`config.mk`:
```
export PLATFORM = sky130hd
export DESIGN_NAME = alu_issue_ctrl_flat
export DESIGN_NICKNAME = d
export VERILOG_FILES = /design/src/rtl/alu_isa_pkg.sv /design/src/rtl/alu_issue_ctrl_if.sv /design/src/rtl/reg_file_16x32.sv /design/src/rtl/alu_issue_ctrl.sv /design/src/flat_wrapper.sv
export SDC_FILE = /design/constraint.sdc
export NUM_CORES = 1
export LEC_CHECK = 0
export CAP_MARGIN = 20
export CORE_MARGIN = 2
export CORE_UTILIZATION = 58
export CTS_CLUSTER_SIZE = 14
export DETAILED_ROUTE_END_ITERATION = 8
export DONT_BUFFER_PORTS = 1
export PLACE_DENSITY = 0.76
export SLEW_MARGIN = 20
export SYNTH_ARGS = -nofsm -noshare
export SYNTH_HDL_FRONTEND = slang
export SYNTH_SLANG_ARGS = --single-unit
```
`constraint.sdc`:
```
create_clock -name clk -period 22.9 [get_ports clk]
set_clock_uncertainty 0.15 [all_clocks]
set_input_delay 4.58 -clock clk [delete_from_list [all_inputs] [get_ports clk]]
set_output_delay 4.58 -clock clk [all_outputs]
set_load 0.05 [all_outputs]
```
`src/rtl/alu_isa_pkg.sv`:
```
// ISA definitions shared by the issue controller: field positions, opcodes,
// shift controls, condition codes and the condition evaluator.
package alu_isa_pkg;

    localparam int unsigned COND_HI = 31;
    localparam int unsigned COND_LO = 28;
    localparam int unsigned SR_HI   = 27;
    localparam int unsigned SR_LO   = 25;
    localparam int unsigned OP_HI   = 24;
    localparam int unsigned OP_LO   = 21;
    localparam int unsigned S_BIT   = 20;
    localparam int unsigned RD_HI   = 19;
    localparam int unsigned RD_LO   = 16;
    localparam int unsigned RS1_HI  = 15;
    localparam int unsigned RS1_LO  = 12;
    localparam int unsigned RS2_HI  = 11;
    localparam int unsigned RS2_LO  = 8;
    localparam int unsigned IMM_HI  = 15;
    localparam int unsigned IMM_LO  = 0;

    localparam logic [3:0] OP_ADD = 4'd0;
    localparam logic [3:0] OP_SUB = 4'd1;
    localparam logic [3:0] OP_MUL = 4'd2;
    localparam logic [3:0] OP_OR  = 4'd3;
    localparam logic [3:0] OP_AND = 4'd4;
    localparam logic [3:0] OP_XOR = 4'd5;

    localparam logic [2:0] SR_NONE = 3'd0;
    localparam logic [2:0] SR_SRL4 = 3'd1;
    localparam logic [2:0] SR_SLL4 = 3'd2;
    localparam logic [2:0] SR_ROR4 = 3'd3;

    localparam logic [3:0] COND_EQ = 4'b0000;
    localparam logic [3:0] COND_NE = 4'b0001;
    localparam logic [3:0] COND_CS = 4'b0010;
    localparam logic [3:0] COND_CC = 4'b0011;
    localparam logic [3:0] COND_MI = 4'b0100;
    localparam logic [3:0] COND_PL = 4'b0101;
    localparam logic [3:0] COND_VS = 4'b0110;
    localparam logic [3:0] COND_VC = 4'b0111;
    localparam logic [3:0] COND_AL = 4'b1110;

    localparam int unsigned FLG_N = 3;
    localparam int unsigned FLG_Z = 2;
    localparam int unsigned FLG_C = 1;
    localparam int unsigned FLG_V = 0;

    // Unlisted condition codes are never-true.
    function automatic logic cond_pass(input logic [3:0] cond, input logic [3:0] nzcv);
        logic pass;
        case (cond)
            COND_EQ: pass = nzcv[FLG_Z];
            COND_NE: pass = !nzcv[FLG_Z];
            COND_CS: pass = nzcv[FLG_C];
            COND_CC: pass = !nzcv[FLG_C];
            COND_MI: pass = nzcv[FLG_N];
            COND_PL: pass = !nzcv[FLG_N];
            COND_VS: pass = nzcv[FLG_V];
            COND_VC: pass = !nzcv[FLG_V];
            COND_AL: pass = 1'b1;
            default: pass = 1'b0;
        endcase
        return pass;
    endfunction

endpackage

```
`src/rtl/alu_issue_ctrl_if.sv`:
```
// Instruction handshake, ALU field/operand bus and writeback report of the
// issue controller. master is the controller, slave is its environment.
interface alu_issue_ctrl_if;

    logic        instr_valid;
    logic        instr_ready;
    logic [31:0] instr_word;
    logic [31:0] alu_r1;
    logic [31:0] alu_r2;
    logic [3:0]  alu_op_code;
    logic [3:0]  alu_cond;
    logic [2:0]  alu_sr_ctrl;
    logic        alu_s;
    logic [15:0] alu_imm;
    logic [3:0]  alu_flags;
    logic [32:0] alu_out;
    logic [3:0]  alu_flg;
    logic        wb_valid;
    logic [3:0]  wb_rd;
    logic [31:0] wb_data;
    logic        wb_skip;
    logic        illegal;

    modport master (
        input  instr_valid, instr_word, alu_out, alu_flg,
        output instr_ready, alu_r1, alu_r2, alu_op_code, alu_cond, alu_sr_ctrl, alu_s,
               alu_imm, alu_flags, wb_valid, wb_rd, wb_data, wb_skip, illegal
    );

    modport slave (
        output instr_valid, instr_word, alu_out, alu_flg,
        input  instr_ready, alu_r1, alu_r2, alu_op_code, alu_cond, alu_sr_ctrl, alu_s,
               alu_imm, alu_flags, wb_valid, wb_rd, wb_data, wb_skip, illegal
    );

endinterface

```
`src/rtl/reg_file_16x32.sv`:
```
// Register file: two combinational read ports, one synchronous write port,
// asynchronous clear.
module reg_file_16x32 #(
    parameter int unsigned NREGS = 16
) (
    input  logic        clk,
    input  logic        rst,
    input  logic        we,
    input  logic [3:0]  waddr,
    input  logic [31:0] wdata,
    input  logic [3:0]  raddr_a,
    input  logic [3:0]  raddr_b,
    output logic [31:0] rdata_a,
    output logic [31:0] rdata_b
);

    logic [31:0] mem [NREGS];

    always_ff @(posedge clk or posedge rst) begin
        if (rst) begin
            for (int i = 0; i < int'(NREGS); i++) begin
                mem[i] <= '0;
            end
        end else if (we) begin
            mem[waddr] <= wdata;
        end
    end

    assign rdata_a = mem[raddr_a];
    assign rdata_b = mem[raddr_b];

endmodule

```
`src/rtl/alu_issue_ctrl.sv`:
```
// Issue/writeback controller for the conditional ALU: decodes one instruction
// at a time, reads operands, waits ALU_LAT cycles, then retires to RF/NZCV.
module alu_issue_ctrl
    import alu_isa_pkg::*;
#(
    parameter int unsigned ALU_LAT = 2,
    parameter int unsigned NREGS   = 16
) (
    input  logic             clk,
    input  logic             rst,
    alu_issue_ctrl_if.master bus
);

    localparam logic [1:0] StIdle = 2'd0;
    localparam logic [1:0] StRead = 2'd1;
    localparam logic [1:0] StExec = 2'd2;
    localparam logic [1:0] StWb   = 2'd3;

    localparam logic [3:0] LastCnt = 4'(ALU_LAT - 1);

    logic [1:0]  state_q, state_d;
    logic [31:0] ir_q;
    logic [3:0]  cnt_q;
    logic [3:0]  nzcv_q;
    logic [31:0] r1_q, r2_q;
    logic [3:0]  flg_q;
    logic        wb_valid_q, wb_skip_q, illegal_q;
    logic [31:0] wb_data_q;

    logic [3:0]  ir_cond, ir_op, ir_rd, ir_rs1, ir_rs2;
    logic [2:0]  ir_sr;
    logic        ir_s;
    logic [31:0] rf_rdata_a, rf_rdata_b;
    logic        accept, exec_done, legal, commit, rf_we;
    logic        unused_carry;

    assign ir_cond = ir_q[COND_HI:COND_LO];
    assign ir_sr   = ir_q[SR_HI:SR_LO];
    assign ir_op   = ir_q[OP_HI:OP_LO];
    assign ir_s    = ir_q[S_BIT];
    assign ir_rd   = ir_q[RD_HI:RD_LO];
    assign ir_rs1  = ir_q[RS1_HI:RS1_LO];
    assign ir_rs2  = ir_q[RS2_HI:RS2_LO];

    assign accept    = bus.instr_valid && (state_q == StIdle);
    assign exec_done = (state_q == StExec) && (cnt_q == LastCnt);
    assign legal     = (ir_op <= OP_XOR) && (ir_sr <= SR_ROR4);
    // NZCV cannot change between issue and here, so this is the value held at issue.
    assign commit    = legal && cond_pass(ir_cond, nzcv_q);
    assign rf_we     = wb_valid_q && !wb_skip_q;

    // The carry bit only reaches NZCV through alu_flg.
    assign unused_carry = bus.alu_out[32];

    always_comb begin
        state_d = state_q;
        case (state_q)
            StIdle:  if (accept) state_d = StRead;
            StRead:  state_d = StExec;
            StExec:  if (exec_done) state_d = StWb;
            StWb:    state_d = StIdle;
            default: state_d = StIdle;
        endcase
    end

    always_ff @(posedge clk or posedge rst) begin
        if (rst) begin
            state_q <= StIdle;
            ir_q    <= '0;
            cnt_q   <= '0;
            r1_q    <= '0;
            r2_q    <= '0;
        end else begin
            state_q <= state_d;
            if (accept) begin
                ir_q <= bus.instr_word;
            end
            if (state_q == StRead) begin
                r1_q  <= rf_rdata_a;
                r2_q  <= rf_rdata_b;
                cnt_q <= '0;
            end else if ((state_q == StExec) && !exec_done) begin
                cnt_q <= cnt_q + 4'd1;
            end
        end
    end

    // Writeback report is staged at the end of EXEC and lives exactly for the WB cycle.
    always_ff @(posedge clk or posedge rst) begin
        if (rst) begin
            wb_valid_q <= 1'b0;
            wb_skip_q  <= 1'b0;
            illegal_q  <= 1'b0;
            wb_data_q  <= '0;
            flg_q      <= '0;
            nzcv_q     <= '0;
        end else begin
            wb_valid_q <= exec_done;
            wb_skip_q  <= exec_done && !commit;
            illegal_q  <= exec_done && !legal;
            wb_data_q  <= (exec_done && commit) ? bus.alu_out[31:0] : '0;
            if (exec_done) begin
                flg_q <= bus.alu_flg;
            end
            if (rf_we && ir_s) begin
                nzcv_q <= flg_q;
            end
        end
    end

    reg_file_16x32 #(
        .NREGS (NREGS)
    ) u_rf (
        .clk     (clk),
        .rst     (rst),
        .we      (rf_we),
        .waddr   (ir_rd),
        .wdata   (wb_data_q),
        .raddr_a (ir_rs1),
        .raddr_b (ir_rs2),
        .rdata_a (rf_rdata_a),
        .rdata_b (rf_rdata_b)
    );

    assign bus.instr_ready = (state_q == StIdle);
    assign bus.alu_r1      = r1_q;
    assign bus.alu_r2      = r2_q;
    assign bus.alu_op_code = ir_op;
    assign bus.alu_cond    = ir_cond;
    assign bus.alu_sr_ctrl = ir_sr;
    assign bus.alu_s       = ir_s;
    assign bus.alu_imm     = ir_q[IMM_HI:IMM_LO];
    assign bus.alu_flags   = nzcv_q;
    assign bus.wb_valid    = wb_valid_q;
    assign bus.wb_rd       = ir_rd;
    assign bus.wb_data     = wb_data_q;
    assign bus.wb_skip     = wb_skip_q;
    assign bus.illegal     = illegal_q;

endmodule

```
`src/flat_wrapper.sv`:
```
// flat-port wrapper written by rule: the top's interface ports become plain ports
module alu_issue_ctrl_flat import alu_isa_pkg::*;
#(
    parameter int unsigned ALU_LAT = 2,
    parameter int unsigned NREGS   = 16
)
  (clk, rst, bus_instr_valid, bus_instr_word, bus_alu_out, bus_alu_flg, bus_instr_ready, bus_alu_r1, bus_alu_r2, bus_alu_op_code, bus_alu_cond, bus_alu_sr_ctrl, bus_alu_s, bus_alu_imm, bus_alu_flags, bus_wb_valid, bus_wb_rd, bus_wb_data, bus_wb_skip, bus_illegal);
  alu_issue_ctrl_if bus_i ();
  input  logic clk;
  input  logic rst;
  input wire logic [$bits(bus_i.instr_valid)-1:0] bus_instr_valid;
  input wire logic [$bits(bus_i.instr_word)-1:0] bus_instr_word;
  input wire logic [$bits(bus_i.alu_out)-1:0] bus_alu_out;
  input wire logic [$bits(bus_i.alu_flg)-1:0] bus_alu_flg;
  output wire logic [$bits(bus_i.instr_ready)-1:0] bus_instr_ready;
  output wire logic [$bits(bus_i.alu_r1)-1:0] bus_alu_r1;
  output wire logic [$bits(bus_i.alu_r2)-1:0] bus_alu_r2;
  output wire logic [$bits(bus_i.alu_op_code)-1:0] bus_alu_op_code;
  output wire logic [$bits(bus_i.alu_cond)-1:0] bus_alu_cond;
  output wire logic [$bits(bus_i.alu_sr_ctrl)-1:0] bus_alu_sr_ctrl;
  output wire logic [$bits(bus_i.alu_s)-1:0] bus_alu_s;
  output wire logic [$bits(bus_i.alu_imm)-1:0] bus_alu_imm;
  output wire logic [$bits(bus_i.alu_flags)-1:0] bus_alu_flags;
  output wire logic [$bits(bus_i.wb_valid)-1:0] bus_wb_valid;
  output wire logic [$bits(bus_i.wb_rd)-1:0] bus_wb_rd;
  output wire logic [$bits(bus_i.wb_data)-1:0] bus_wb_data;
  output wire logic [$bits(bus_i.wb_skip)-1:0] bus_wb_skip;
  output wire logic [$bits(bus_i.illegal)-1:0] bus_illegal;
  assign bus_i.instr_valid = bus_instr_valid;
  assign bus_i.instr_word = bus_instr_word;
  assign bus_i.alu_out = bus_alu_out;
  assign bus_i.alu_flg = bus_alu_flg;
  assign bus_instr_ready = bus_i.instr_ready;
  assign bus_alu_r1 = bus_i.alu_r1;
  assign bus_alu_r2 = bus_i.alu_r2;
  assign bus_alu_op_code = bus_i.alu_op_code;
  assign bus_alu_cond = bus_i.alu_cond;
  assign bus_alu_sr_ctrl = bus_i.alu_sr_ctrl;
  assign bus_alu_s = bus_i.alu_s;
  assign bus_alu_imm = bus_i.alu_imm;
  assign bus_alu_flags = bus_i.alu_flags;
  assign bus_wb_valid = bus_i.wb_valid;
  assign bus_wb_rd = bus_i.wb_rd;
  assign bus_wb_data = bus_i.wb_data;
  assign bus_wb_skip = bus_i.wb_skip;
  assign bus_illegal = bus_i.illegal;
  alu_issue_ctrl #(.ALU_LAT(ALU_LAT), .NREGS(NREGS)) u_core (.clk(clk), .rst(rst), .bus(bus_i));
endmodule
```
Word level (Yosys, flattened, before mapping):

Cells that the tools add are included.

* flip-flop bits (word level): 657
* input bits: 72
* output and inout bits: 136
* word-level logic and storage cells: 90

* $add $sub $neg: 1
* order comparisons: 6
* equality and inequality tests: 14
* muxes and demuxes: 16
* bitwise gates (word level): 3
* reductions and logical operators: 23

Operator list (count)
* $bwmux W512: 1
* $bmux W32 S4: 2
* $mux W32: 6
* $demux W32 S4: 1
* $eq A4 B3 Y1 const B: 4
* $ge A5 B5 Y1 const B: 3
* $not A4 Y5: 3
* $logic_and A1 B1 Y1: 11
* $pmux W1 S9: 1
* $eq A4 B1 Y1 const B: 2
* $eq A4 B2 Y1 const B: 2
* $logic_not A1 Y1: 8
* $mux W4: 2
* $pmux W2 S4: 1
* $lt A5 B1 Y1 const B: 1
* $add A4 B1 Y4 const B: 1
* $eq A2 B2 Y1 const B: 2
* $eq A4 B4 Y1 const B: 1
* $le A4 B3 Y1 const B: 1
* $logic_not A4 Y1: 1
* $mux W2: 2
* $ne A2 B1 Y1 const B: 2
* $le A3 B2 Y1 const B: 1
* $eq A2 B1 Y1 const B: 1
* other kinds (3): 3

Longest topological paths before layout:

Gate-level depths: netlist of run 1.

* depth after elaboration: 6
* gate-level depth with buffers: 8
* mapped depth without buffers: 6

Hierarchy:

A second synthesis of run 1 with hierarchy kept.

* cells, all modules: 2060
* area total of the unflattened synthesis: 32240.9 um2

By module, submodules not included
* reg_file_16x32: instances 1, cells an instance 1681, area each 26629.3 um2, seq. area each 12812.3 um2
* alu_issue_ctrl: instances 1, cells an instance 379, area each 5611.6 um2, seq. area each 3628.5 um2

Worst setup path before layout of run 1:

OpenSTA, ideal clock, no wires.

* kind: input-to-reg
* start: in bus_instr_valid
* end: reg u_core.ir_q[16]
* library setup time: 0.125 ns
* arrival time: 5.413 ns
* data required time: 22.625 ns
* setup slack: 17.212 ns
* cell stages on the path: 3
* buffers on the path: 1
* cells stage by stage: nand2_1 -> buf_1 -> mux2_2

* word-level cells in the longest chain between the ends: 1

Ends and longest elaborated chain
* start: declaration: RTL line flat_wrapper.sv:11 `input wire logic [$bits(bus_i.instr_valid)-1:0] bus_instr_valid;`
* $logic_and A1 B1 Y1: RTL line alu_issue_ctrl.sv:45 `assign accept = bus.instr_valid && (state_q == StIdle);`
* end signal: assignment: RTL line alu_issue_ctrl.sv:76 `ir_q <= bus.instr_word;`
* end: declaration: RTL line alu_issue_ctrl.sv:22 `logic [31:0] ir_q;`

No other way between the ends.
A chain may end at the register's enable or synchronous reset.

==> results.yml, run 1 <==
critical_path:
  end_kind: "asynchronous set/reset pin"
  startpoint: "rst"
  critPathKind: "in2async"
  r2r_slack_ns: 19.36
  start_kind: "input port"
  critPathMaxFanout: 171
  endpoint: "u_core.u_rf.mem[204]"
  r2r_cells: 5
  critical_path_required_ns: 23.42
  r2r-end: "u_core.bus.alu_r2[16]"
  crit_arrival_ns: 7.27
  rr_startpoint: "u_core.ir_q[9]"
layout:
  layout.nets: 2059
  area_growth_pct: 9.43
  n_fill_cell: 3820
  stdcell_area_um2: 35100
  drive_above_1_share_pct: 52.2
route:
  drt_iter0_markers: 1691
  viasPerCell: 7.06
  drt_wl_total_um: 83700
  vias: 19357
  drt_pre_antenna_iters: 5
  drc: 0
  wl_per_cell_um: 30.5
  ant_nets: 0
run:
  maxCapViolCount: 0
clock_network:
  cts_resized: 0
  clock_latency_ns: 0.63
  cts_tree: "yes"
  cts_hold_repair.buffers: 0
  clockBufferDepth: 3
  cts-root-buf: "clkbuf_16"
  h-tree-depth: 3
  clock-sinks: 657
  path_clk_slew_ns: 0.06
  cts_buffers: 70
  cts_setup_buffers: 0
power_and_ir_drop:
  swShare_pct: 40.5
  power_frac_seq_pct: 45.1
  powerDensity_nw_per_um2: 115
  switching_power_uw: 1630
  peakVddDrop_mv: 0.179
  leakagePower_uw: 0.0161
  p_clk_share_pct: 30.1
  p_comb_share_pct: 24.8
  power.internal_uw: 2390
grt:
  use_met2_pct: 49.3
  first_global_vias: 20717
  met3_usage_pct: 6.25
  use_met1_pct: 41.8
  grt_pass1_wl_um: 129000
  antenna_found_initial: 1
  overflow: 0
  grt_usage_pct: 30.4
  grt_max_degree: 201
  busiest_layer: "met2"
floorplanning:
  dieArea_um2: 57100
  design.core.area_um2: 54900
  fp.dieW_um: 239
  die_h_um: 239
  rows: 86
  start_util_pct: 58.4
  ios: 208
run_status:
  status: "finished clean"
sta:
  period_needed_ns: 6.75
  tightest_slew_ns: 1.21
  fin_hold_ws_ns: 0.352
  rsz0062_at_grt: "no"
  final.setup.tns_ns: 0
  drv_slew: 0
  period_share_pct: 29.5
  slew_headroom_pct: 19.1
  finalSetupViolCount: 0
  finalHoldViolCount: 0
  fmaxAchievable_mhz: 148
synthesis:
  yosysMostFrequentCell: "dfrtp_1"
  synthTopCellsByCount: "dfrtp_1, mux2_2, mux4_2"
  synth_area_leaders: "dfrtp_1, mux2_2, mux4_2, o22ai_1, a21oi_1"
  ys_warn_count: 0
  avgSynthCellArea_um2: 15.5
  synth_top_area_share_pct: 51.3
  ys_types: 39
  synth_area_um2: 32000
  synth-edff-count: 0
  synth_area_leader_cell: "dfrtp_1"
  async_flop_share_pct: 100
  synthFlopType: "dfrtp_1"
  syn_inst: 2061
  yosysSeqAreaShare_pct: 51.3
  synth_seq_cells: 657
  syn_nets: 2138
place:
  port_buffers: 0
  gp_congestion: 0.757
  dp_hpwl_um: 47200
  place_area_um2: 32500
min_path:
  worst_hold_path_type: "reg2reg"
## layout by cell type (no fill, tap or decap), types with 2 or more instances in the layout
cell type   synthesis  layout
nand4_1             2       2
inv_1               7       6
inv_16              0       2
clkbuf_8            0      18
nor2b_1             5       3
nand2_1            26      15
nor3b_2             2       2
a21oi_1            90      90
buf_16              0       2
clkinvlp_4          0       4
nand3_1            25      25
nor2b_4             0       2
xor2_1              2       2
dfrtp_1           657     651
bufinv_16           0       8
or2_2               3       3
and3_2              0       2
mux2_2            605     605
a211oi_1            9       8
buf_4              13      42
ha_1                5       4
nand2b_1            4       3
o22ai_1           128     128
clkbuf_1           85       8
buf_12              0       2
nand2_2             0      11
clkbuf_16           0      72
dfrtp_4             0       6
clkinv_2            0      14
mux4_2            256     256
buf_6               5       2
mux2_1             13      13
nor2_1              5       4
clkinv_8            0       3
o211ai_1            2       2
## layer usage
metal | up-vias | part of all wire (%)
met5 | - | 0.019
met2 | 772 | 49
met1 | 10566 | 40
met4 | 2 | 3.0
li1 | 7841 | -
met3 | 176 | 7.3
## cell families (layout without fill, tap and decap cells)
kind of cell	count (synthesis)	after routing	synth area share [%]
AO/OA/AOI/OAI	236	236	4.34
XOR/XNOR	3	3	0.0820
adder cells (fa/ha/maj)	5	5	0.195
buffers and inverters	206	183	3.03
flip-flops	657	657	51.3
multiplexers	875	875	39.8
other	0	1	0
AND/OR/NAND/NOR	79	79	1.27
## registers in the layout, summed over array words and instances, names as in the netlist
name	flops
u_core.cnt_q	4
u_core.bus.alu_flags	4
u_core.bus.wb_valid	1
u_core.flg_q	4
u_core.ir_q	32
u_core.state_q	2
u_core.bus.alu_r2	32
u_core.bus.wb_data	32
u_core.bus.wb_skip	1
u_core.u_rf.mem	512
u_core.bus.alu_r1	32
u_core.bus.illegal	1
## worst min-delay path by stage
stage | startpoint | to | slack [ns] | cells after the start
CTS | u_core.u_rf.mem[89] | u_core.u_rf.mem[89] | 0.36 | 1
detailed placement | u_core.u_rf.mem[89] | u_core.u_rf.mem[89] | 0.35 | 1
global placement | u_core.u_rf.mem[51] | u_core.u_rf.mem[51] | 0.33 | 1
finish | u_core.u_rf.mem[272] | u_core.u_rf.mem[272] | 0.35 | 1
global route | u_core.u_rf.mem[89] | u_core.u_rf.mem[89] | 0.38 | 1
floorplan | u_core.u_rf.mem[158] | u_core.u_rf.mem[158] | 0.32 | 1
## power groups by stage
stage               combinational [uW]  clock [uW]  sequential [uW]
detailed placement                 991           0             1840
CTS                                996        1230             1820
global route                      1060        1280             1840
finish                             999        1210             1810
global placement                   974           0             1840
floorplan                          793           0             1690
## metrics by stage
stage                     power (uW)  cells  utilization (%)  worst slack [ns]
after CTS                       4050   2740             63.7             15.93
after global placement          2810   2611             59.2             15.43
final                           4030   2743             63.9             16.15
after detailed placement        2830   2612             59.2             15.28
after floorplan                 2480   2061                -              9.19
after global routing            4180   2742             63.9             15.78
## worst max-delay path, stage by stage
cell	delay [ns]
clkinvlp_4	0.03
buf_4	0.65
buf_12	0.64
buf_12	0.38
buf_16	0.52
## cell type report
class | instances | area [um2] | share of cell area, %
diodes | 1 | 2.50 | 0.00714
well taps | 704 | 881 | 2.51
clock inverters | 30 | 422 | 1.20
flip-flops and latches | 657 | 16500 | 47.0
multi-input cells | 1198 | 14700 | 42.1
repair buffers | 48 | 433 | 1.23
clock buffers | 98 | 2080 | 5.93
inverters | 7 | 30.0 | 0.0857
Power figures use the tool's default switching activity.
==> run 2, diff against run 1 <==
- clock period: 22.9 -> 5.7 ns (I/O delays scaled with it)
==> run 2 against run 1 <==
First-iteration DRC count is 6.8% lower. Die area stayed put. Combinational power grew to 4.1 times the previous value. Routed wire length is 1.3% lower. Sequential power grew to 4.0 times the previous value. Critical path depth stayed put.
==> results.yml, run 2 (synthesized netlist as in run 1, its figures left out) <==
layout:
  largest_reg_flops: 512
  layout_commonest_cell: "dfrtp_1"
  n_fill_cell: 3832
  ff_latch_area_um2: 16500
  fin_cells: 2738
  stdcell_area_um2: 34900
  layout.nets: 2056
  top_register: "u_core.u_rf.mem"
  area_growth_pct: 9.05
  final_util_pct: 63.7
  n_antenna_cell: 0
  drive_above_1_share_pct: 51.7
  multi_input_area_um2: 14800
  final_cell_mix: "dfrtp_1, mux2_2, mux4_2, o22ai_1, a21oi_1"
run_status:
  status: "finished clean"
sta:
  finalSetupViolCount: 0
  fmaxAchievable_mhz: 282
  rsz0062_at_grt: "no"
  fin_hold_ws_ns: 0.297
  drv_slew: 0
  period_needed_ns: 3.55
  period_share_pct: 62.2
  slew_headroom_pct: 21.7
  tightest_slew_ns: 1.17
  finalHoldViolCount: 0
grt:
  overflow: 0
  use_met1_pct: 40.9
  grt_max_degree: 174
  busiest_layer: "met2"
  antenna_found_initial: 1
  met3_usage_pct: 5.74
  use_met2_pct: 48.4
  first_global_vias: 20322
  grt_usage_pct: 29.7
  grt_pass1_wl_um: 126000
critical_path:
  critPathMaxFanout: 23
  r2r-end: "u_core.u_rf.mem[142]"
  r2r_cells: 5
  end_kind: "register"
  startpoint: "u_core.bus.wb_valid"
  start_kind: "register"
  critical_path_required_ns: 6.03
  rr_startpoint: "u_core.bus.wb_valid"
  critPathKind: "reg2reg"
  crit_arrival_ns: 3.88
  r2r_slack_ns: 2.15
power_and_ir_drop:
  swShare_pct: 41.0
  power.internal_uw: 9420
  switching_power_uw: 6560
  leakagePower_uw: 0.0160
  peakVddDrop_mv: 0.917
  p_clk_share_pct: 28.9
  power_frac_seq_pct: 45.7
  powerDensity_nw_per_um2: 458
  total_power_uw: 16000
  p_comb_share_pct: 25.4
clock_network:
  cts-root-buf: "clkbuf_16"
  path_clk_slew_ns: 0.06
  clock-sinks: 657
  clockBufferDepth: 3
  cts_tree: "yes"
  cts_hold_repair.buffers: 0
  cts_resized: 0
  clock_latency_ns: 0.62
  cts_buffers: 70
  cts_setup_buffers: 0
  h-tree-depth: 3
place:
  gp_congestion: 0.759
  dp_hpwl_um: 49100
  port_buffers: 0
  dpl.cell_count: 2610
  place_area_um2: 32500
route:
  drt_wl_total_um: 82700
  viasPerCell: 7.03
  drt_pre_antenna_iters: 7
  vias: 19259
  drt_iter0_markers: 1576
  drc: 0
  wl_per_cell_um: 30.2
  ant_nets: 0
floorplanning:
  start_util_pct: 58.4
  ios: 208
  rows: 86
  fp.dieW_um: 239
  design.core.area_um2: 54900
  die_h_um: 239
  dieArea_um2: 57100
min_path:
  worst_hold_path_type: "in2async"
run:
  maxCapViolCount: 0
-- run 2: changes by cell type in the layout (fill, tap and decap cells not counted), sizes merged --
cell and delta:
diode -1, buf -3, bufinv -4, clkinvlp -2, clkinv -2, clkbuf +7
-- run 2: power by group through the flow --
| stage | logic [uW] | registers [uW] | clock network [uW] |
|---|---|---|---|
| 3_5_place_dp | 4020 | 7410 | 0 |
| 4_1_cts | 4040 | 7330 | 4670 |
| 2_1_floorplan | 3180 | 6800 | 0 |
| 3_3_place_gp | 3950 | 7400 | 0 |
| 5_1_grt | 4310 | 7390 | 4870 |
| 6_report | 4060 | 7310 | 4620 |
-- run 2: final cells by class --
| type | instances | area share [%] |
|---|---|---|
| sequential | 657 | 47.1 |
| timing repair buffer | 45 | 1.31 |
| multi-input combinational | 1198 | 42.2 |
| inverter | 7 | 0.0860 |
| clock buffer | 105 | 5.91 |
| clock inverter | 22 | 0.792 |
| tap | 704 | 2.52 |
-- run 2: worst max-delay path by stage --
stage | endpoint | slack, ns | depth (start not counted)
2_1_floorplan | u_core.bus.alu_flags[0] | -4.57 | 1
6_report | u_core.u_rf.mem[142] | 2.15 | 5
5_1_grt | u_core.u_rf.mem[266] | 2.11 | 5
3_3_place_gp | u_core.u_rf.mem[8] | 2.37 | 5
3_5_place_dp | u_core.u_rf.mem[286] | 2.28 | 4
4_1_cts | u_core.u_rf.mem[15] | 2.23 | 5
-- run 2: per-stage QoR --
stage,setup slack (ns),setup TNS [ns]
4_1_cts,2.23,0
3_3_place_gp,2.37,0
3_5_place_dp,2.28,0
5_1_grt,2.11,0
6_report,2.15,0
2_1_floorplan,-4.57,-3002.83
-- run 2: critical path: stages, from the launching register on --
cell and delay [ns]:
dfrtp_1 0.67, nor2b_1 0.44, nand3_1 0.34, nor2b_4 1.01
buf_4 0.41, mux2_2 0.37
-- run 2: routing by layer --
| metal | up-vias | wire length, um | share of wire, % |
|---|---|---|---|
| met2 | 790 | 40400 | 49 |
| li1 | 7812 | - | - |
| met3 | 166 | 5900 | 7.1 |
| met1 | 10491 | 33800 | 41 |
| met5 | - | 0 | 0 |
| met4 | 0 | 2540 | 3.1 |
==> run 3, diff against run 2 <==
- clock period: 5.7 -> 3.09 ns (I/O delays scaled with it)
==> run 3 against run 2 <==
Final cell count increased by 4.3%. Die area unchanged. Sequential power grew 78%. Hold slack worse by 0.28 ns. Power grew 88%. Clock power grew 81%. Flip-flop and latch count did not move. First-iteration DRC count grew 6.2%. Non-clock buffer count rose by 121. Largest cell class unchanged.
==> results.yml, run 3 (synthesized netlist as in run 1, its figures left out) <==
run_status:
  status: "finished clean"
critical_path:
  crit_arrival_ns: 1.81
  crit_buf_inv: 1
  critical_path_required_ns: 2.32
  crit_chain: "buf_4"
  r2r_slack_ns: 0.53
  critPathKind: "reg2out"
  critPathMaxFanout: 17
  critPathSlowestCell: "dfrtp_1"
  crit_family: "flip-flops"
  start_kind: "register"
  end_kind: "output port"
  critPathMaxStageDelay_ns: 0.86
clock_network:
  clock-sinks: 657
  cts_buffers: 71
  clock_latency_ns: 0.62
  cts_resized: 0
  clockBufferDepth: 3
  path_clk_slew_ns: 0.06
  cts_setup_buffers: 0
  h-tree-depth: 3
  cts-root-buf: "clkbuf_16"
  cts_tree: "yes"
place:
  gp_congestion: 0.790
  place_area_um2: 33400
  post-place-ws_ns: 0.584
  dp_hpwl_um: 50900
  port_buffers: 0
  dpl.cell_count: 2676
power_and_ir_drop:
  total_power_uw: 30000
  peakVddDrop_mv: 0.907
  leakagePower_uw: 0.0167
  powerDensity_nw_per_um2: 828
grt:
  grt_usage_pct: 30.7
  antenna_found_initial: 1
  overflow: 0
  grt_max_degree: 105
  first_global_vias: 21126
  grt_pass1_wl_um: 130000
sta:
  fin_ws_ns: 0.515
  slew_headroom_pct: 26.0
  fmaxAchievable_mhz: 388
  period_share_pct: 83.3
  period_needed_ns: 2.57
  finalSetupViolCount: 0
  drv_slew: 0
  tightest_slew_ns: 1.11
  final.setup.tns_ns: 0
  finalHoldViolCount: 0
  rsz0062_at_grt: "no"
route:
  viasPerCell: 7.01
  vias: 20022
  ant_nets: 0
  drt_iter0_markers: 1673
  drt_wl_total_um: 85200
  wl_per_cell_um: 29.8
  drc: 0
  drt_pre_antenna_iters: 7
floorplanning:
  rows: 86
  start_util_pct: 58.4
  ios: 208
  die_h_um: 239
  design.core.area_um2: 54900
  fp.dieW_um: 239
  dieArea_um2: 57100
layout:
  stdcell_area_um2: 36300
  largest_reg_flops: 512
  layout.nets: 2178
  area_growth_pct: 13.2
  top_register: "u_core.u_rf.mem"
  layout_commonest_cell: "dfrtp_1"
  n_fill_cell: 3735
  fin_cells: 2856
  drive_above_1_share_pct: 51.8
  n_antenna_cell: 0
  final_cell_mix: "dfrtp_1, mux2_2, mux4_2, o22ai_1, a21oi_1"
run:
  maxCapViolCount: 0
min_path:
  worst_hold_path_type: "in2reg"
==> run 3: cell count changes in the layout (fill, tap and decap cells not counted), sizes merged <==
cell,delta
inv,-1
buf,+65
clkbuf,+2
dlygate4sd3,+56
bufinv,-3
clkinvlp,+1
clkinv,-2
==> run 3: layout make-up <==
cell class	instances	area [um2]	share of cell area [%]
multi-input combinational	1198	14700	40.6
clock buffer	107	2160	5.95
inverter	7	30.0	0.0828
tap	704	881	2.43
clock inverter	17	141	0.390
sequential	657	16500	45.4
timing repair buffer	166	1850	5.10
==> run 3: what timing repair did <==
action,in CTS,in global routing
hold buffers,56,0
hold endpoints to repair,63,0
setup endpoints to repair,0,0
==> run 3: per-layer routing <==
layer  GRT usage [%]  up-vias  wire length [um]  share of wire, %
met3            6.59      183              6990               8.2
met4            10.6        0              2510               2.9
li1                -     8076                 -                 -
met1            41.4    10824             33600                39
met5               0        -                 0                 0
met2            49.9      939             42200                49
==> run 3: final timing paths <==
path	start	to	cells past startpoint
max	u_core.bus.wb_data[10]	bus_wb_data[10]	1
min	bus_instr_word[27]	u_core.ir_q[27]	1
max reg2reg	u_core.ir_q[18]	u_core.u_rf.mem[269]	4
min reg2reg	u_core.flg_q[0]	u_core.bus.alu_flags[0]	1
max in group asynchronous	rst	u_core.u_rf.mem[116]	4
min in group asynchronous	rst	u_core.u_rf.mem[29]	2
==> run 3: through the flow <==
step	util [%]	hold WS (ns)
after detailed placement	60.9	0.342
after CTS	66.1	0.00163
after floorplan	-	0.320
final	66.1	0.0170
after global routing	66.1	0.0163
after global placement	60.8	0.330
==> run 3: worst reg2reg max path, cell delays in order (launching register included) <==
cell     delay (ns)
dfrtp_1        0.84
nor2b_1        0.49
nor2b_4        0.29
buf_12         0.28
mux2_2         0.39
==> run 3: power by group <==
part	total, uW	switching, uW	internal (uW)
Clock	8370	3470	4910
Sequential	13000	3530	9420
Combinational	8690	5170	3520
